File: config.mk
export PLATFORM = sky130hd
export DESIGN_NAME = trace_capture_ctrl
export DESIGN_NICKNAME = d
export VERILOG_FILES = /design/src/rtl/trace_capture_ctrl.sv
export SDC_FILE = /design/constraint.sdc
export NUM_CORES = 1
export LEC_CHECK = 0
export CAP_MARGIN = 25
export CORE_ASPECT_RATIO = 0.75
export CORE_MARGIN = 2
export CORE_UTILIZATION = 49
export DETAILED_ROUTE_END_ITERATION = 7
export GPL_TIMING_DRIVEN = 0
export PLACE_DENSITY = 0.83
export SLEW_MARGIN = 0
export SYNTH_ARGS = -nofsm -noshare
export SYNTH_HDL_FRONTEND = slang
export SYNTH_SLANG_ARGS = --single-unit
File: constraint.sdc
create_clock -name clk -period 1.9 [get_ports clk]
set_clock_uncertainty 0.15 [all_clocks]
set_input_delay 0.38 -clock clk [delete_from_list [all_inputs] [get_ports clk]]
set_output_delay 0.38 -clock clk [all_outputs]
set_load 0.02 [all_outputs]
File: src/rtl/trace_capture_ctrl.sv
`default_nettype none
// ============================================================================
//  Module      : trace_capture_ctrl
//  Description : Ring-buffer capture into a trace BRAM up to a trigger plus a
//                post-trigger window, then oldest-first readout on valid/ready.
//  Revision    : 1.0 - initial release
// ============================================================================
module trace_capture_ctrl #(
    parameter int ADDR_W = 4,
    parameter int DATA_W = 8
) (
    input  logic              clk,
    input  logic              reset,
    input  logic              arm,
    input  logic              abort,
    input  logic [ADDR_W-1:0] post_count,
    input  logic              trace_valid,
    input  logic [DATA_W-1:0] trace_data,
    input  logic              trigger,
    input  logic              read_start,
    output logic [ADDR_W-1:0] wr_addr,
    output logic [DATA_W-1:0] wr_data,
    output logic [ADDR_W-1:0] rd_addr,
    input  logic [DATA_W-1:0] rd_data,
    output logic [DATA_W-1:0] dout,
    output logic              dout_valid,
    input  logic              dout_ready,
    output logic              dout_last,
    output logic              armed,
    output logic              done,
    output logic              wrapped
);

    localparam logic [ADDR_W-1:0] c_ADDR_ZERO = '0;
    localparam logic [ADDR_W-1:0] c_ADDR_ONE  = ADDR_W'(1);
    localparam logic [ADDR_W-1:0] c_PTR_MAX   = '1;
    localparam logic [ADDR_W:0]   c_CNT_ONE   = (ADDR_W+1)'(1);
    localparam logic [ADDR_W:0]   c_DEPTH     = {1'b1, c_ADDR_ZERO};

    typedef enum logic [2:0] {
        S_IDLE  = 3'd0,
        S_ARMED = 3'd1,
        S_POST  = 3'd2,
        S_DONE  = 3'd3,
        S_READ  = 3'd4
    } state_t;

    state_t              r_state;
    state_t              w_state_nx;
    logic                w_accept;
    logic                w_hs;
    logic                w_cnt_last;
    logic [ADDR_W-1:0]   r_wr_ptr;
    logic [ADDR_W-1:0]   r_wr_addr;
    logic [DATA_W-1:0]   r_wr_data;
    logic [ADDR_W-1:0]   r_rd_addr;
    logic [ADDR_W-1:0]   r_post;
    logic [ADDR_W-1:0]   r_remaining;
    logic [ADDR_W:0]     r_rd_cnt;
    logic                r_wrapped;
    logic                r_dout_valid;
    logic                r_fetch;

    assign w_hs       = r_dout_valid & dout_ready;
    assign w_cnt_last = (r_rd_cnt == c_CNT_ONE);

    assign wr_addr    = r_wr_addr;
    assign wr_data    = r_wr_data;
    assign rd_addr    = r_rd_addr;
    assign dout       = rd_data;
    assign dout_valid = r_dout_valid;
    assign dout_last  = r_dout_valid & w_cnt_last;
    assign armed      = (r_state == S_ARMED) || (r_state == S_POST);
    assign done       = (r_state == S_DONE);
    assign wrapped    = r_wrapped;

    always_ff @(posedge clk or posedge reset) begin
        if (reset) begin
            r_state <= S_IDLE;
        end else begin
            r_state <= w_state_nx;
        end
    end

    always_comb begin
        w_state_nx = r_state;
        w_accept   = 1'b0;
        case (r_state)
            S_IDLE: begin
                if (arm) begin
                    w_state_nx = S_ARMED;
                end
            end
            S_ARMED: begin
                if (trace_valid) begin
                    w_accept = 1'b1;
                    if (trigger) begin
                        w_state_nx = (r_post == c_ADDR_ZERO) ? S_DONE : S_POST;
                    end
                end
            end
            S_POST: begin
                if (trace_valid) begin
                    w_accept = 1'b1;
                    if (r_remaining == c_ADDR_ONE) begin
                        w_state_nx = S_DONE;
                    end
                end
            end
            S_DONE: begin
                if (read_start) begin
                    w_state_nx = S_READ;
                end
            end
            S_READ: begin
                if (w_hs && w_cnt_last) begin
                    w_state_nx = S_IDLE;
                end
            end
            default: w_state_nx = S_IDLE;
        endcase
        if (abort) begin
            w_state_nx = S_IDLE;
            w_accept   = 1'b0;
        end
    end

    // BRAM address/data registers hold across abort so the idle rewrite stays harmless.
    always_ff @(posedge clk or posedge reset) begin
        if (reset) begin
            r_wr_ptr     <= '0;
            r_wr_addr    <= '0;
            r_wr_data    <= '0;
            r_rd_addr    <= '0;
            r_post       <= '0;
            r_remaining  <= '0;
            r_rd_cnt     <= '0;
            r_wrapped    <= 1'b0;
            r_dout_valid <= 1'b0;
            r_fetch      <= 1'b0;
        end else if (abort) begin
            r_wr_ptr     <= '0;
            r_remaining  <= '0;
            r_rd_cnt     <= '0;
            r_wrapped    <= 1'b0;
            r_dout_valid <= 1'b0;
            r_fetch      <= 1'b0;
        end else begin
            if (r_state == S_IDLE && arm) begin
                r_wr_ptr  <= '0;
                r_wrapped <= 1'b0;
                r_post    <= post_count;
            end
            if (w_accept) begin
                r_wr_addr <= r_wr_ptr;
                r_wr_data <= trace_data;
                r_wr_ptr  <= r_wr_ptr + c_ADDR_ONE;
                if (r_wr_ptr == c_PTR_MAX) begin
                    r_wrapped <= 1'b1;
                end
                if (r_state == S_ARMED && trigger) begin
                    r_remaining <= r_post;
                end
                if (r_state == S_POST) begin
                    r_remaining <= r_remaining - c_ADDR_ONE;
                end
            end
            if (r_state == S_DONE && read_start) begin
                r_rd_addr <= r_wrapped ? r_wr_ptr : c_ADDR_ZERO;
                r_rd_cnt  <= r_wrapped ? c_DEPTH : {1'b0, r_wr_ptr};
                r_fetch   <= 1'b1;
            end
            // r_fetch marks the cycle the BRAM is still producing the word at rd_addr.
            if (r_state == S_READ) begin
                if (r_fetch) begin
                    r_dout_valid <= 1'b1;
                    r_fetch      <= 1'b0;
                end
                if (w_hs) begin
                    r_dout_valid <= 1'b0;
                    r_rd_addr    <= r_rd_addr + c_ADDR_ONE;
                    r_rd_cnt     <= r_rd_cnt - c_CNT_ONE;
                    r_fetch      <= !w_cnt_last;
                end
            end
        end
    end

endmodule
`default_nettype wire
## Yosys cells after proc, flatten, opt, wreduce, memory -nomap -nowiden

Cells that the tools add are included.

- Register bits: 39
- Input port bits: 28
- Output and inout port bits: 29

- Add/sub/neg operators: 4
- Equality and inequality tests: 14
- Mux-type cells: 42
- Bitwise operators: 3
- Reductions and logical operators: 19

Operator list:

| operator | count |
|---|---|
| two-way mux 4 bit | 11 |
| two-way mux 5 bit | 5 |
| two-way mux 3 bit | 8 |
| inequality test 3 bit (second input constant) | 7 |
| two-way mux 1 bit | 17 |
| one-hot mux 3 bit (5 select lines) | 1 |
| nonzero test 3 bit | 3 |
| adder 4 x 1 -> 4 bit (second input constant) | 2 |
| AND reduction 2 bit | 4 |
| AND reduction 7 bit | 1 |
| equality test 3 x 2 -> 1 bit (second input constant) | 2 |
| equality test 5 x 1 -> 1 bit (second input constant) | 1 |
| subtractor 5 x 1 -> 5 bit (second input constant) | 1 |
| equality test 4 x 1 -> 1 bit (second input constant) | 1 |
| equality test 4 bit (second input constant) | 1 |
| logical AND 1 bit | 4 |
| zero test 4 bit | 1 |
| nonzero test 2 bit | 2 |
| subtractor 4 x 1 -> 4 bit (second input constant) | 1 |
| equality test 3 x 1 -> 1 bit (second input constant) | 1 |
| equality test 3 bit (second input constant) | 1 |
| zero test 3 bit | 1 |
| AND 1 bit | 2 |
| OR reduction 2 bit | 1 |
| other kinds (3) | 3 |

## Logic depth before layout (Yosys ltp)

Gate-level depths: netlist (run 1).

- Depth in word-level cells: 7
- Gate-level depth with buffers: 6
- Gate-level depth less buffers: 6

## Least setup slack after synthesis (run 1)

No wires, ideal clock.

- Path type: register -> register
- From: register r_state[0]
- To: register r_rd_addr[3], in the netlist rd_addr[3]
- Arrival time: 1.436 ns
- Required time: 1.624 ns
- Slack: 0.188 ns
- Cell stages (with the launch flop): 6
- Buffers on the path: 1
- Clock period less this slack: 1.712 ns
- Cells stage by stage: dfrtp_1 > buf_6 > nor3b_4 > nand3_4 > a21o_1 > a221o_1

- Word-level cells in the longest chain between the ends: 5
- Elaborated cells on any way between the ends: 6

Ends and longest elaborated chain:

| what | line | text |
|---|---|---|
| start: declaration | 48 | `state_t r_state;` |
| start signal: assignment | 81 | `r_state <= w_state_nx;` |
| equality test 3 x 2 -> 1 bit | 168 | `if (r_state == S_DONE && read_start) begin` |
| logical AND 1 bit | 168 |  |
| two-way mux 4 bit | 168 |  |
| two-way mux 4 bit | 179 | `if (w_hs) begin` |
| two-way mux 4 bit (*) | 174 | `if (r_state == S_READ) begin` |
| end signal: assignment | 169 | `r_rd_addr <= r_wrapped ? r_wr_ptr : c_ADDR_ZERO;` |
| end signal: assignment | 181 | `r_rd_addr <= r_rd_addr + c_ADDR_ONE;` |
| end: declaration | 56 | `logic [ADDR_W-1:0] r_rd_addr;` |

Every way passes the cells marked *; elsewhere a longest branch is shown, timed or not.
A chain may end at the register's enable or synchronous reset.

## Worst setup path after layout (run 1)

- From: register r_state[0]
- To: output port armed

- Word-level cells in the longest chain between the ends: 2
- Elaborated cells on any way between the ends: 3

Ends and longest elaborated chain:

| what | line | text |
|---|---|---|
| equality test 3 x 1 -> 1 bit or equality test 3 x 2 -> 1 bit (tied branches) | 73 | `assign armed = (r_state == S_ARMED) \|\| (r_state == S_POST);` |
| logical OR 1 bit (*) | 73 |  |
| end: declaration | 29 | `output logic armed,` |

Marks and branches as above.

==> summary.md, run 1 <==
| Metric | Value |
|---|---|
| Sink Count | `39` |
| Synth Instances | `206` |
| Worst hold slack | `0.331 ns` |
| HP Class | `reg2reg` |
| Cell variety after synth | `53` |
| Wire length per cell | `about 14 µm` |
| Average cell area after synthesis | `around 11 µm²` |
| Drt first pass iters | `4` |
| Slew of the pin with the lowest slew margin | `between 0.7 and 0.8 ns` |
| DRC viols | `0` |
| Longest Clk Path Bufs | `2` |
| Drt total wl | `roughly 4700 µm` |
| Req. time, crit path | `roughly 1.4 ns` |
| Worst path max stage delay | `0.38 ns` |
| Grt ovf | `0` |
| Rows | `21` |
| CORE AREA | `about 4400 µm²` |
| Post-synth EDFFs | `0` |
| Die boundary width | `81.2 µm` |
| Final Instance Count excl. Fillers | `between 300 and 400` |
| Worst-path clk slew | `0.07 ns` |
| Seq cells post-synth | `39` |
| H-tree depth | `2` |
| Die height | `~62 µm` |
| RSZ-0062 raised after global routing | `true` |
| Clock latency at the later pin of the worst-skew pair | `roughly 0.30 ns` |
| Post-synth top flop | `dfrtp_1` |
| Top cells by area, synth | `dfrtp_1 45%, mux2_2 6.7%, ha_1 3.4%` |
| Placed cells | `311` |
| Setup violations, final | `0` |
| First-pass GRT wire length | `approximately 8000 µm` |
| Max Fclk | `533 MHz` |
| YS warnings | `0` |
| CTS Hold Bufs | `0` |
| Vias/cell | `about 5.4` |
| Cell Pwr Density | `993 nW/µm²` |
| Kind of critical path | `reg2out` |
| Max FO, Critical Path | `7` |
| Startpoint types | `flop` |
| Ports | `57` |
| Initial DRC Count | `~130` |
| Die area | `between 5000 and 6000 µm²` |
| Post-synth top area cell | `dfrtp_1` |
| Share of synthesized registers carrying an async set or reset | `100%` |
| Overall Global Routing Usage | `roughly 21%` |
| Synthesized cell area | `around 2200 µm²` |
| Synthesized net count | `240` |
| Vias | `around 1800` |
| Max_cap viols | `0` |
| Leak | `between 1 and 1.5 nW` |
| Share of the synthesized area in the top cell type | `44.5%` |
| Top-count cell post-synth | `dfrtp_1` |
| Run status | `complete, no violations` |
| Hpwl dp | `about 3400 µm` |
| Largest net degree at the start of global routing | `40` |
| Antenna Cells | `0` |
| Final net count | `300` |
| CP endpoint kind | `primary output` |
| Post-DRT Antenna Nets | `0` |
| GP Congestion | `between 0.8 and 0.9` |
| Root buf cell | `clkbuf_8` |
| Final Hold Viols | `0` |
| Register area share after synthesis | `approximately 45%` |
| Final Slew Violations | `0` |
| CP cell instances | `buf_6 -> xor2_4 -> and2_4 -> buf_4` |
| Layout area overhead | `32.8%` |
| Max VDD drop | `just under 0.8 mV` |
| Inserted Clock Buffers | `5` |
| Initial antenna violation count | `0` |
| Final min period | `around 1.9 ns` |
| CP max stage cell | `dfrtp_1` |
| Critical Path AT | `1.35 ns` |
| Number of port buffers | `48` |
| Worst slew margin | `between 40% and 50%` |
| CTS tree | `yes` |
| Vias in the first global route | `between 1500 and 2000` |
| Post-route clock period utilization | `between 90% and 100%` |
| Layout cell share with drive strength beyond 1 | `between 20% and 30%` |
| Starting density of the core | `49.9%` |
| Most frequent cells after synthesis | `39 x dfrtp_1, 14 x nand2_1, 13 x mux2_2` |
| Final Power | `between 2 and 3 mW` |
-- sequential cells by signal (all words and copies together) (netlist names) --
name,cells
r_wr_ptr,4
r_state,3
wr_data,8
rd_addr,4
wrapped,1
r_fetch,1
r_post,4
dout_valid,1
r_rd_cnt,5
r_remaining,4
wr_addr,4
-- layout make-up --
type | instances | area (µm²)
Fill cell | 345 | 1480
Multi-Input combinational cell | 139 | 1060
Sequential cell | 39 | 978
Timing Repair Buffer | 53 | 515
Buffer | 17 | 138
Tap cell | 57 | 71.3
Clock buffer | 5 | 68.8
Inverter | 11 | 41.3
Clock inverter | 2 | 37.5
-- cell usage in the layout, fill, tap and decap left out, drive strengths merged, types with 3 or more instances in the layout --
master	Yosys	layout
and3	3	3
ha	6	6
nand2	14	14
a21oi	9	9
nor3b	3	3
clkdlybuf4s50	0	41
nor2	12	12
buf	15	23
mux2	15	15
o211ai	3	3
o21ai	12	12
dfrtp	39	39
nand3	6	6
inv	11	11
nor3	7	7
nand2b	3	3
dlymetal6s2s	0	3
a211oi	4	4
mux2i	3	3
clkbuf	2	7
nor4	3	3
nor2b	3	3
-- final timing paths --
kind | from | end | slack, ns | cells after the start
worst max-delay path | r_state[0]$_DFFE_PP0P_ | armed | 0.02 | 4
worst max register to register | r_state[1]$_DFFE_PP0P_ | rd_addr[2]$_DFFE_PP0N_ | 0.06 | 4
worst min-delay path | wr_addr[0]$_DFFE_PP0P_ | wr_addr[0]$_DFFE_PP0P_ | 0.33 | 2
min in group asynchronous | reset | wr_data[3]$_DFFE_PP0P_ | 0.40 | 2
worst min register to register | wr_addr[0]$_DFFE_PP0P_ | wr_addr[0]$_DFFE_PP0P_ | 0.33 | 2
max in group asynchronous | reset | r_state[1]$_DFFE_PP0P_ | 0.65 | 2
-- what timing repair did --
item / in CTS / in global routing
pin swaps: 0 / 3
setup buffers: 2 / 3
hold endpoints to repair: 0 / 0
resized for setup: 19 / 8
setup endpoints to repair: 10 / 14
cloned: 0 / 0
-- critical path, delay by kind of cell (launching register included) --
family | cells | cell delay (ns)
xor+xnor | 1 | 0.22
buf+inv | 2 | 0.28
flops | 1 | 0.38
simple gates | 1 | 0.18
-- power breakdown --
| part | leakage [nW] | total, mW | switching [mW] | internal (mW) |
|---|---|---|---|---|
| Sequential | 0.513 | 1.12 | 0.119 | 1.01 |
| Clock | 0.0502 | 0.676 | 0.292 | 0.383 |
| Combinational | 0.744 | 1.09 | 0.517 | 0.571 |
| Total | 1.31 | 2.89 | 0.929 | 1.96 |
-- logic make-up (layout without fill, tap and decap cells) --
kind of cell,Yosys count,count (layout),synth area share (%)
AOI/OAI and AO/OA,47,47,14.6
and+or+nand+nor,65,65,18.7
adders and majority gates,6,6,3.43
xor gates and xnor gates,3,3,1.54
muxes,18,18,9.42
buffers and inverters,28,88,7.82
DFF,39,39,44.5
-- per-layer routing --
metal / part of all wire, % / global-route usage [%]
met5: 0 / 0
met4: 1.3 / 9.69
met3: 6.5 / 5.64
met2: 45 / 32.5
met1: 47 / 27.2
-- stage by stage --
| stage | instance area (µm²) | setup TNS [ns] | setup slack (ns) | util [%] |
|---|---|---|---|---|
| global placement | 2740 | -21.11 | -0.376 | 62.5 |
| global route | 2910 | -0.0333 | -0.0164 | 66.3 |
| detailed placement | 2740 | -6.59 | -0.345 | 62.5 |
| CTS | 2880 | 0 | 0.00709 | 65.6 |
| finish | 2910 | 0 | 0.0246 | 66.3 |
| floorplan | 2190 | 0 | 0.188 | - |
No activity file was read; power rests on OpenSTA's default activity.
==> run 2: changes to the inputs <==
--- a/config.mk
+++ b/config.mk
@@ -8,10 +8,11 @@
 export CAP_MARGIN = 25
 export CORE_ASPECT_RATIO = 0.75
 export CORE_MARGIN = 2
-export CORE_UTILIZATION = 49
+export CORE_UTILIZATION = 52
 export DETAILED_ROUTE_END_ITERATION = 7
+export DONT_BUFFER_PORTS = 1
 export GPL_TIMING_DRIVEN = 0
-export PLACE_DENSITY = 0.83
+export PLACE_DENSITY = 0.7
 export SLEW_MARGIN = 0
 export SYNTH_ARGS = -nofsm -noshare
 export SYNTH_HDL_FRONTEND = slang
==> run 2 against run 1 <==
  * Combinational power is 39% lower
  * Via count fell by 5.4%
  * Die area fell by 5.4%
  * Power fell by 14%
  * Worst setup slack better by 0.024 ns
  * Routed wire length down 1.1%
  * Sequential cell count is the same
  * Core utilization fell by 6.1 points
  * Critical path type is now reg2reg
  * Largest power group unchanged
  * Highest routed layer unchanged
==> summary.md, run 2 (synthesized netlist as in run 1, its figures left out) <==
| Metric | Value |
|---|---|
| Max reg flops | `8 (unchanged)` |
| Drt total wl | `4630 µm (-1.1%)` |
| Most frequent cells in the layout | `37 x dfrtp_1, 16 x buf_4, 14 x nand2_1` |
| Ports | `57 (unchanged)` |
| Overall Global Routing Usage | `21.0% (+0.31 points)` |
| DP Area | `2260 µm² (-18%)` |
| Vias/cell | `6.01 (+11%)` |
| DRC viols | `0 (unchanged)` |
| Post-DRT Antenna Nets | `0 (unchanged)` |
| GR Util met2 | `34.6% (+2.1 points)` |
| Die boundary width | `79.0 µm (-2.8%)` |
| Final Slew Violations | `0 (unchanged)` |
| GR Layer Usage met1 | `27.2% (about the same)` |
| Max Fclk | `540 MHz (+1.3%)` |
| Setup WS post-layout | `0.0490 ns (+0.0244 ns)` |
| Busiest grt layer | `met2` |
| Hpwl dp | `3280 µm (-2.7%)` |
| Rows | `20 (-4.8%)` |
| Final instance area | `2440 µm² (-16%)` |
| Antenna Cells | `0 (unchanged)` |
| Internal | `1.62 mW (-18%)` |
| Number of port buffers | `0 (-100%)` |
| Largest net degree at the start of global routing | `40 (unchanged)` |
| Run status | `complete, no violations` |
| GP Congestion | `0.832 (+3.1%)` |
| Inserted Clock Buffers | `5 (unchanged)` |
| CP endpoint kind | `flop` |
| Reg2Reg Depth | `4 (unchanged)` |
| Worst slew margin | `47.7% (+0.30 points)` |
| Vias | `1658 (-5.4%)` |
| Req. time, crit path | `1.92 ns (+0.55 ns)` |
| Post-route clock period utilization | `97.4% (-1.3 points)` |
| Max_cap viols | `0 (unchanged)` |
| Critical Path AT | `1.87 ns (+0.52 ns)` |
| Startpoint types | `flop` |
| Combinational share of power | `26.5% (-11 points)` |
| Wire length per cell | `16.8 µm (+16%)` |
| CORE AREA | `4050 µm² (-7.6%)` |
| Cell Pwr Density | `1020 nW/µm² (+2.6%)` |
| Max VDD drop | `0.753 mV (-2.4%)` |
| Longest Clk Path Bufs | `2 (unchanged)` |
| Commonest non-fill, non-tap cell in the layout | `dfrtp_1` |
| HP Class | `in2reg` |
| First-pass GRT wire length | `7530 µm (-3.8%)` |
| GR Util met3 | `7.55% (+1.9 points)` |
| Setup violations, final | `0 (unchanged)` |
| Slew of the pin with the lowest slew margin | `0.784 ns (-0.00446 ns)` |
| Vias in the first global route | `1558 (-13%)` |
| Sw Share | `35.0% (+2.8 points)` |
| Drt first pass iters | `4 (unchanged)` |
| Leak | `1.06 nW (-19%)` |
| Kind of critical path | `reg2reg` |
| Power share of the clock group | `22.5% (-0.9 points)` |
| Hold path cells | `1 (-1)` |
| NetSw | `870 µW (-6.3%)` |
| H-tree depth | `2 (unchanged)` |
| Initial antenna violation count | `0 (unchanged)` |
| Die height | `60.2 µm (-2.7%)` |
| Layout area overhead | `11.4%` |
| Flop pwr share | `51.0% (+12 points)` |
| Final min period | `1.85 ns (-0.0244 ns)` |
| Sink Count | `39 (unchanged)` |
| Root buf cell | `clkbuf_8` |
| Clock latency at the later pin of the worst-skew pair | `0.29 ns (about the same)` |
| Final net count | `255 (-15%)` |
| Initial DRC Count | `101 (-24%)` |
| Setup WS pre-CTS | `0.0581 ns (+0.403 ns)` |
| Max FO, Critical Path | `6 (-1)` |
| Worst-path clk slew | `0.07 ns (about the same)` |
| Starting density of the core | `54.0% (+4.1 points)` |
| Layout cell share with drive strength beyond 1 | `26.7% (+4.5 points)` |
| Grt ovf | `0 (unchanged)` |
| Die area | `4750 µm² (-5.4%)` |
| Final Hold Viols | `0 (unchanged)` |
| CTS tree | `yes` |
run 2: cell types whose count changed in the layout (fill, tap and decap cells not counted), moves of 2 or more:
cell | previous run | this run
buf_6 | 6 | 4
buf_4 | 14 | 16
buf_2 | 3 | 1
clkdlybuf4s50_1 | 41 | 0
dlymetal6s2s_1 | 3 | 0
run 2: timing repair:
action / 4_1_cts / 5_1_grt
resized for setup: 2 / 6
hold endpoints to repair: 39 / 0
pin swaps: 0 / 4
setup endpoints to repair: 2 / 8
setup buffers: 0 / 7
hold buffers: 1 / 0
run 2: cell type report:
cell class                 count  area (µm²)
timing repair buffer           8        62.6
clock inverter                 1        5.00
clock buffer                   6        82.6
multi-input combinational    139        1070
tap                           55        68.8
inverter                      11        41.3
buffer                        17         133
sequential                    39         978
fill                         358        1610
run 2: critical path, cell delays in order (launching register included):
cell and delay (ns):
dfrtp_2 0.49, nor3b_4 0.33, nand3_4 0.15, a21o_1 0.25, a221o_1 0.36
run 2: per-layer routing:
layer  part of all wire [%]  wire length (µm)
met1                     43              1990
met5                      0                 0
met3                    6.8               317
met2                     49              2290
met4                   0.89                41
run 2: stage by stage:
step                      utilization (%)  TNS [ns]  hold WS (ns)  power [mW]  cells
after floorplan                         -         0         0.322        1.77    206
after global placement               55.7         0         0.340        1.87    261
after detailed placement             55.7         0         0.300        1.90    261
after CTS                            58.2         0        0.0760        2.47    269
after global routing                 60.2  -0.00480        0.0753        2.62    276
final                                60.2         0        0.0856        2.49    276
run 2: final timing paths:
path                                    startpoint                      end  slack (ns)
setup / recovery            r_state[1]$_DFFE_PP0P_   rd_addr[2]$_DFFE_PP0N_        0.05
hold / removal                       trace_data[6]   wr_data[6]$_DFFE_PP0P_        0.09
setup reg to reg            r_state[1]$_DFFE_PP0P_   rd_addr[2]$_DFFE_PP0N_        0.05
hold reg to reg            r_wr_ptr[3]$_DFFE_PP0P_  r_wr_ptr[3]$_DFFE_PP0P_        0.37
max in group asynchronous                    reset   r_state[1]$_DFFE_PP0P_        0.52
min in group asynchronous                    reset   wr_addr[1]$_DFFE_PP0P_        0.55
run 2: power groups by stage:
stage	logic, mW	registers (mW)	clock network (mW)
after global placement	0.601	1.27	0
after floorplan	0.532	1.24	0
after CTS	0.630	1.27	0.572
after detailed placement	0.625	1.28	0
final	0.660	1.27	0.558
after global routing	0.729	1.29	0.596
==> run 3: changes to the inputs <==
==> constraint.sdc (replaced) <==
create_clock -name clk -period 2.4 [get_ports clk]
set_clock_uncertainty 0.15 [all_clocks]
set_input_delay 0.48 -clock clk [delete_from_list [all_inputs] [get_ports clk]]
set_output_delay 0.48 -clock clk [all_outputs]
set_load 0.02 [all_outputs]
==> run 3 against run 2 <==
  * Final area is 3.8% lower
  * Die area unchanged
  * Worst hold slack lost 0.022 ns
  * Count of clock-buffer cells in the layout stayed put
  * Core utilization shrank 2.3 points
  * Cell count down 2.9%
==> summary.md, run 3 (synthesized netlist as in run 1, its figures left out) <==
| Metric | Value |
|---|---|
| Run status | `complete, no violations` |
| Combinational share of power | `25.5% (-1.0 points)` |
| Rows | `20 (unchanged)` |
| Cell Pwr Density | `827 nW/µm² (-19%)` |
| HP Class | `in2async` |
| Initial antenna violation count | `0 (unchanged)` |
| Startpoint types | `flop` |
| Drt first pass iters | `4 (unchanged)` |
| Max FO, Critical Path | `5 (-1)` |
| Leak | `1.02 nW (-3.5%)` |
| Vias | `1597 (-3.7%)` |
| RSZ-0062 raised after global routing | `false` |
| Wire length per cell | `16.8 µm (-0.11%)` |
| Setup Buffers After CTS | `0 (unchanged)` |
| Hpwl dp | `3280 µm (unchanged)` |
| Drt total wl | `4490 µm (-3.0%)` |
| Final Slew Violations | `0 (unchanged)` |
| Antenna Cells | `0 (unchanged)` |
| Power share of the clock group | `22.8% (+0.3 points)` |
| Clock latency at the later pin of the worst-skew pair | `0.29 ns (about the same)` |
| Critical path origin | `r_state[1]$_DFFE_PP0P_` |
| Kind of critical path | `reg2out` |
| Final net count | `247 (-3.1%)` |
| Worst-path clk slew | `0.07 ns (about the same)` |
| Die height | `60.2 µm (unchanged)` |
| Grt ovf | `0 (unchanged)` |
| Inserted Clock Buffers | `5 (unchanged)` |
| Final Hold Viols | `0 (unchanged)` |
| Cts repair resizes | `0 (-2)` |
| Largest net degree at the start of global routing | `40 (unchanged)` |
| CTS Hold Bufs | `0 (-1)` |
| Most frequent cells in the layout | `39 x dfrtp_1, 14 x nand2_1, 13 x mux2_2` |
| NetSw | `680 µW (-22%)` |
| Vias in the first global route | `1558 (unchanged)` |
| Die boundary width | `79.0 µm (unchanged)` |
| Flop pwr share | `51.7% (+0.7 points)` |
| Ports | `57 (unchanged)` |
| Req. time, crit path | `1.77 ns (-0.15 ns)` |
| Final Power | `1.94 mW (-22%)` |
| Max VDD drop | `0.595 mV (-21%)` |
| Critical Path AT | `1.38 ns (-0.49 ns)` |
| Final min period | `roughly 2 ns` |
| Commonest non-fill, non-tap cell in the layout | `dfrtp_1` |
| Root buf cell | `clkbuf_8` |
| Overall Global Routing Usage | `21.0% (about the same)` |
| CTS tree | `yes` |
| Layout cell share with drive strength beyond 1 | `21.6% (-5.1 points)` |
| Setup violations, final | `0 (unchanged)` |
| Post-route setup TNS | `0 ns (unchanged)` |
| Max reg flops | `8 (unchanged)` |
| Sink Count | `39 (unchanged)` |
| GP Congestion | `0.832 (unchanged)` |
| Reg-to-reg startpoint | `r_state[0]$_DFFE_PP0P_` |
| Internal | `1.26 mW (-22%)` |
| Worst slew margin | `47.5% (-0.17 points)` |
| Longest Clk Path Bufs | `2 (unchanged)` |
| CORE AREA | `4050 µm² (unchanged)` |
| Layout area overhead | `7.14%` |
| Slew of the pin with the lowest slew margin | `0.786 ns (+0.00255 ns)` |
| Post-DRT Antenna Nets | `0 (unchanged)` |
| Number of port buffers | `0 (unchanged)` |
| Die area | `4750 µm² (unchanged)` |
| Vias/cell | `5.96 (-0.80%)` |
| Sw Share | `35.0% (about the same)` |
| CP endpoint kind | `primary output` |
| DRC viols | `0 (unchanged)` |
| Post-route clock period utilization | `a little over four fifths` |
| Max_cap viols | `0 (unchanged)` |
| First-pass GRT wire length | `7530 µm (unchanged)` |
| Initial DRC Count | `144 (+43%)` |
| H-tree depth | `2 (unchanged)` |
| Starting density of the core | `54.0% (unchanged)` |
| Max Fclk | `about 500 MHz` |
## run 3: critical path: stages (launching register included)
cell and delay (ns):
dfrtp_1 0.52, xor2_2 0.28, and2_1 0.28
## run 3: worst paths after layout
| kind | to | slack [ns] | depth (start not counted) |
|---|---|---|---|
| min in group clk | wr_data[6]$_DFFE_PP0P_ | 0.18 | 1 |
| max in group asynchronous | r_post[3]$_DFFE_PP0P_ | 1.54 | 1 |
| hold reg to reg | r_wr_ptr[3]$_DFFE_PP0P_ | 0.37 | 2 |
| setup reg to reg | r_wr_ptr[1]$_DFFE_PP0P_ | 0.48 | 6 |
| setup / recovery | armed | 0.39 | 2 |
| hold / removal | r_wr_ptr[1]$_DFFE_PP0P_ | 0.06 | 1 |
## run 3: area by class of cell
type	count	area (µm²)
plain buffers	17	130
clock buffers	6	82.6
fillers	363	1710
inverters	11	41.3
flip-flops and latches	39	976
multi-input cells	139	1040
well taps	55	68.8
clock inverters	1	5.00
## run 3: per-layer routing
metal  wire [µm]  track usage [%]  share of wire [%]
met5           0                0                  0
met4           0             4.43                  0
met3         369             7.55                8.2
met2        2150             34.6                 48
met1        1970             27.2                 44
## run 3: power groups by stage
stage / logic (mW) / registers, mW / clock network [mW]
2_1_floorplan: 0.421 / 0.979 / 0
3_3_place_gp: 0.476 / 1.01 / 0
3_5_place_dp: 0.495 / 1.01 / 0
4_1_cts: 0.497 / 1.00 / 0.453
5_1_grt: 0.549 / 1.02 / 0.477
6_report: 0.495 / 1.00 / 0.443
## run 3: per-stage QoR
stage / utilization [%] / setup WS, ns / area (µm²) / hold slack, ns / std cells
after floorplan: - / 0.688 / 2190 / 0.322 / 206
after global placement: 55.7 / 0.509 / 2260 / 0.340 / 261
after detailed placement: 55.7 / 0.558 / 2260 / 0.360 / 261
after CTS: 57.9 / 0.379 / 2350 / 0.0887 / 268
after global routing: 57.9 / 0.307 / 2350 / 0.126 / 268
final: 57.9 / 0.394 / 2350 / 0.0636 / 268
